`config.mk`:
```
export PLATFORM = sky130hd
export DESIGN_NAME = powlib_burstpack_flat
export DESIGN_NICKNAME = d
export VERILOG_FILES = /design/src/rtl/powlib_burstpack_if.sv /design/src/rtl/powlib_burstpack.sv /design/src/flat_wrapper.sv
export SDC_FILE = /design/constraint.sdc
export NUM_CORES = 1
export LEC_CHECK = 0
export ABC_AREA = 1
export CELL_PAD_IN_SITES_DETAIL_PLACEMENT = 1
export CELL_PAD_IN_SITES_GLOBAL_PLACEMENT = 2
export CORE_MARGIN = 5
export CORE_UTILIZATION = 30
export CTS_BUF_LIST = sky130_fd_sc_hd__clkbuf_16
export DETAILED_ROUTE_END_ITERATION = 7
export PLACE_DENSITY = 0.89
export SLEW_MARGIN = 20
export SYNTH_ARGS = -nofsm -noshare
export SYNTH_HDL_FRONTEND = slang
export SYNTH_SLANG_ARGS = --single-unit
```
`constraint.sdc`:
```
create_clock -name clk -period 2.3 [get_ports clk]
set_input_delay 0.23 -clock clk [delete_from_list [all_inputs] [get_ports clk]]
set_output_delay 0.23 -clock clk [all_outputs]
set_load 0.05 [all_outputs]
```
`src/rtl/powlib_burstpack_if.sv`:
```
// Handshake bundle for powlib_burstpack: FIFO-side input stream, flush request and framed output stream.
interface powlib_burstpack_if #(
    parameter int W = 16,
    parameter int B = 8
);
    localparam int WB = $clog2(B + 1);

    logic [W-1:0]  indata;
    logic          invld;
    logic          inrdy;
    logic          flush;
    logic [W-1:0]  outdata;
    logic          outvld;
    logic          outrdy;
    logic          outlast;
    logic [WB-1:0] outidx;

    modport slave (
        input  indata, invld, flush, outrdy,
        output inrdy, outdata, outvld, outlast, outidx
    );

    modport master (
        output indata, invld, flush, outrdy,
        input  inrdy, outdata, outvld, outlast, outidx
    );
endinterface

```
`src/rtl/powlib_burstpack.sv`:
```
// Burst framer behind a powlib FIFO read port: tags words with 1-based burst position and end-of-burst.
// Define POWLIB_BURSTPACK_CNT_EN to add the 16-bit completed-burst counter output bcnt.
module powlib_burstpack #(
    parameter int W  = 16,
    parameter int B  = 8,
    parameter int TO = 16
) (
    input  logic clk,
    input  logic rst,
    powlib_burstpack_if.slave bus
`ifdef POWLIB_BURSTPACK_CNT_EN
    ,
    output logic [15:0] bcnt
`endif
);
    localparam int WB = $clog2(B + 1);
    localparam int TW = $clog2(TO) + 1;

    logic [W-1:0]  hdata;
    logic [WB-1:0] hidx;
    logic          hvld;
    logic [TW-1:0] tcnt;

    logic [W-1:0]  outdata_q;
    logic [WB-1:0] outidx_q;
    logic          outlast_q;
    logic          outvld_q;

    logic ofree, inrdy, acc, tmo, hfull, last, mv;

    // The held word's last flag is only known once its successor arrives, the burst fills, it times out or a flush comes.
    assign ofree = ~outvld_q | bus.outrdy;
    assign inrdy = ~hvld | ofree;
    assign acc   = bus.invld & inrdy;
    assign tmo   = hvld & ~acc & (tcnt == TW'(TO - 1));
    assign hfull = (hidx == WB'(B));
    assign last  = hfull | tmo | bus.flush;
    assign mv    = hvld & ofree & (acc | last);

    assign bus.inrdy   = inrdy;
    assign bus.outdata = outdata_q;
    assign bus.outidx  = outidx_q;
    assign bus.outlast = outlast_q;
    assign bus.outvld  = outvld_q;

    // Hold stage: a new word restarts numbering when the word leaving alongside it closed its burst.
    always_ff @(posedge clk or posedge rst) begin
        if (rst) begin
            hdata <= '0;
            hidx  <= '0;
            hvld  <= 1'b0;
        end else if (acc) begin
            hdata <= bus.indata;
            hidx  <= (hvld & ~(mv & last)) ? hidx + WB'(1) : WB'(1);
            hvld  <= 1'b1;
        end else if (mv) begin
            hvld  <= 1'b0;
        end
    end

    // Idle counter saturates so a timed-out word stays releasable while the output is stalled.
    always_ff @(posedge clk or posedge rst) begin
        if (rst) begin
            tcnt <= '0;
        end else if (acc) begin
            tcnt <= '0;
        end else if (hvld && (tcnt != TW'(TO - 1))) begin
            tcnt <= tcnt + TW'(1);
        end
    end

    always_ff @(posedge clk or posedge rst) begin
        if (rst) begin
            outdata_q <= '0;
            outidx_q  <= '0;
            outlast_q <= 1'b0;
            outvld_q  <= 1'b0;
        end else if (mv) begin
            outdata_q <= hdata;
            outidx_q  <= hidx;
            outlast_q <= last;
            outvld_q  <= 1'b1;
        end else if (outvld_q && bus.outrdy) begin
            outvld_q  <= 1'b0;
        end
    end

`ifdef POWLIB_BURSTPACK_CNT_EN
    always_ff @(posedge clk or posedge rst) begin
        if (rst) begin
            bcnt <= '0;
        end else if (outvld_q && bus.outrdy && outlast_q) begin
            bcnt <= bcnt + 16'd1;
        end
    end
`endif
endmodule

```
`src/flat_wrapper.sv`:
```
// flat-port wrapper written by rule: the top's interface ports become plain ports
module powlib_burstpack_flat 
#(
    parameter int W  = 16,
    parameter int B  = 8,
    parameter int TO = 16
)
  (clk, rst, bus_indata, bus_invld, bus_flush, bus_outrdy, bus_inrdy, bus_outdata, bus_outvld, bus_outlast, bus_outidx);
  powlib_burstpack_if #(.W(W), .B(B)) bus_i ();
  input  logic clk;
  input  logic rst;
  input wire logic [$bits(bus_i.indata)-1:0] bus_indata;
  input wire logic [$bits(bus_i.invld)-1:0] bus_invld;
  input wire logic [$bits(bus_i.flush)-1:0] bus_flush;
  input wire logic [$bits(bus_i.outrdy)-1:0] bus_outrdy;
  output wire logic [$bits(bus_i.inrdy)-1:0] bus_inrdy;
  output wire logic [$bits(bus_i.outdata)-1:0] bus_outdata;
  output wire logic [$bits(bus_i.outvld)-1:0] bus_outvld;
  output wire logic [$bits(bus_i.outlast)-1:0] bus_outlast;
  output wire logic [$bits(bus_i.outidx)-1:0] bus_outidx;
  assign bus_i.indata = bus_indata;
  assign bus_i.invld = bus_invld;
  assign bus_i.flush = bus_flush;
  assign bus_i.outrdy = bus_outrdy;
  assign bus_inrdy = bus_i.inrdy;
  assign bus_outdata = bus_i.outdata;
  assign bus_outvld = bus_i.outvld;
  assign bus_outlast = bus_i.outlast;
  assign bus_outidx = bus_i.outidx;
  powlib_burstpack #(.W(W), .B(B), .TO(TO)) u_core (.clk(clk), .rst(rst), .bus(bus_i));
endmodule
```
==> impl_metrics.ini <==
[final_layout]
multiInputGateArea_um2 = 732
ff_latch_area_um2 = 1200
layout_commonest_cell = nand2_1
n_fill_cell = 793
finalNonFillerCells = 365
final_cell_mix = nand2_1 (103), dfrtp_1 (48), clkdlybuf4s50_1 (42), inv_1 (22), nand3_1 (21)
layout-drive-gt1-share_pct = 7.02
nNetsFinal = 309
layout-area-overhead-vs-synth_pct = 33.1
utilization_pct = 40.7
antenna_cells = 0

[routing]
drt_iter0_markers = 73
drt-total-wl_um = 4940
wl_per_cell_um = 13.5
drc_errors = 0
detail-route-antenna-nets = 0
viasPerCell = 4.52
vias = 1648
first_pass_iters = 4

[floorplanning]
die-area_um2 = 8650
start_util_pct = 30.6
die_w_um = 93.0
rows = 30
die_h_um = 93.0
num_io_pins = 44
core_um2 = 6760

[timing]
max-slew-margin-rel_pct = 64.5
tightest_slew_ns = 0.532
rsz0062_at_grt = false
period_minus_slack_ns = 1.85
finalCritPeriodShare_pct = 80.2
fmaxAchievable_mhz = 542
setup_slack_ns = 0.455
fin_tns_setup_ns = 0
skew_ns = 0.00409
finalHoldViolations = 0
maxSlewViolCount = 0
setup_viol_count_final = 0

[clock_tree]
clk_pin_slew_ns = 0.06
cts_root_buf = clkbuf_16
cts_sinks = 48
cts_buffers = 5
h-tree-depth = 2
post_cts_resized = 0
cts_tree = yes
hold_buffers = 0
clock_path_buffers = 2
insertion_delay_ns = 0.28
postCtsSetupRepairBufs = 0

[global_route]
grt_pass1_vias = 1778
grt-ovfl-total = 0
grt_antenna_before_repair = 0
grt_first_pass_wirelength_um = 8330
grt_usage_pct = 11.9
grt_max_degree = 28

[pwr]
combPwrFrac_pct = 43.9
p_int_uw = 2180
power_frac_seq_pct = 34.8
power.density_nw_per_um2 = 1380
vdd_drop_max_uv = 513
netSwitchingPower_uw = 1620
swShare_pct = 42.6
power.leakage_uw = 0.00140
p_clk_share_pct = 21.2

[critical_path]
cp_slowest_stage_delay_ns = 0.39
cp_max_fo = 27
cp.arrival_ns = 2.00
end_kind = register
cpMaxStageDelayCell = dfrtp_1
startpoint_type = register
required_ns = 2.46
crit_chain = ha_1 > nand2_1 > nor2_1 > ha_1 > nand2_1 > nand3_4 > nand2_4 > o21ai_0
crit_type = reg2reg

[place]
routabilityCongestion = 0.750
hpwl_um = 3580
io_buffer_count = 43
pre_cts_ws_ns = 0.387
placed_cells = 357

[synth]
yosys_warnings = 0
ys_seq_area_share_pct = 58.1
synth_fp_nets = 261
ys_types = 18
yosysTopAreaCell = dfrtp_1
synth_top_area_share_pct = 58.1
syn_area_um2 = 2070
syn_avg_cell_area_um2 = 8.76
netlist_instances = 236
yosys-top-cells-area = dfrtp_1 (58%), nand2_1 (19%), nand3_1 (5.1%), inv_1 (4.0%), ha_1 (2.4%)
ys_seq_elements = 48

[run_status]
status = finished, final reports clean

[hold_path]
hold_class = in2async

[job]
drv_cap = 0
==> worst max-delay path: cells and delay by family (launching register included) <==
kind,cells,cell delay [ns]
and+or+nand+nor,5,0.75
adders and majority gates,2,0.43
DFF,1,0.39
AOI/OAI and AO/OA,1,0.12
==> power groups by stage <==
stage | logic [µW] | clock network [µW] | registers (µW)
final | 1670 | 805 | 1320
after global placement | 1650 | 0 | 1330
after floorplan | 549 | 0 | 1900
after global routing | 1800 | 868 | 1360
after CTS | 1700 | 825 | 1330
after detailed placement | 1690 | 0 | 1340
==> layout make-up <==
| type | instances | area share, % |
|---|---|---|
| clock buffers | 5 | 4.55 |
| well taps | 80 | 3.64 |
| inverters | 22 | 3.00 |
| multi-input cells | 158 | 26.6 |
| clock inverters | 3 | 1.41 |
| repair buffers | 49 | 17.2 |
| flip-flops and latches | 48 | 43.6 |
==> registers in the layout (all words and copies together) (netlist names) <==
| register | flops |
|---|---|
| u_core.hdata | 16 |
| u_core.hvld | 1 |
| u_core.bus.outdata | 16 |
| u_core.bus.outvld | 1 |
| u_core.tcnt | 5 |
| u_core.hidx | 4 |
| u_core.bus.outlast | 1 |
| u_core.bus.outidx | 4 |
==> kinds of logic after synthesis <==
kind of cell	share of synthesized area [%]
compound gates	3.99
flops	58.1
simple gates	28.1
buf+inv	6.53
fa+ha+maj	2.42
xor+xnor	0.847
==> stage by stage <==
| stage | area, µm² | hold WS [ns] | total power, µW |
|---|---|---|---|
| after floorplan | 2070 | 0.340 | 2450 |
| after global placement | 2590 | 0.459 | 2980 |
| after detailed placement | 2590 | 0.458 | 3030 |
| after CTS | 2750 | 0.337 | 3850 |
| after global routing | 2750 | 0.357 | 4040 |
| final | 2750 | 0.308 | 3790 |
==> cell usage after synthesis (all sizes together) <==
cell type,n
nand2,105
dfrtp,48
ha,4
a21oi,4
nor3,2
a31oi,1
inv,22
nor2,8
xor2,2
nand3,23
buf,8
o21ai,9
==> per-layer routing <==
metal / wire length, µm / global-route usage (%) / up-vias
met5: 0 / 0 / -
li1: - / - / 823
met3: 206 / 2.41 / 2
met1: 2350 / 15.6 / 792
met2: 2360 / 20.2 / 31
met4: 27 / 2.93 / 0
==> final timing paths <==
kind | start | end | slack, ns | depth (start not counted)
worst max-delay path | u_core.tcnt[0]$_DFFE_PP0P_ | u_core.bus.outidx[3]$_DFFE_PP0P_ | 0.45 | 8
worst min-delay path | rst | u_core.hdata[8]$_DFFE_PP0P_ | 0.31 | 2
worst max register to register | u_core.tcnt[0]$_DFFE_PP0P_ | u_core.bus.outidx[3]$_DFFE_PP0P_ | 0.45 | 8
worst min register to register | u_core.bus.outdata[0]$_DFFE_PP0P_ | u_core.bus.outdata[0]$_DFFE_PP0P_ | 0.47 | 2
max in group asynchronous | rst | u_core.tcnt[0]$_DFFE_PP0P_ | 1.41 | 3
min in group clk | u_core.bus.outdata[0]$_DFFE_PP0P_ | u_core.bus.outdata[0]$_DFFE_PP0P_ | 0.47 | 2
Note: power is estimated with default switching activity, not from simulation.
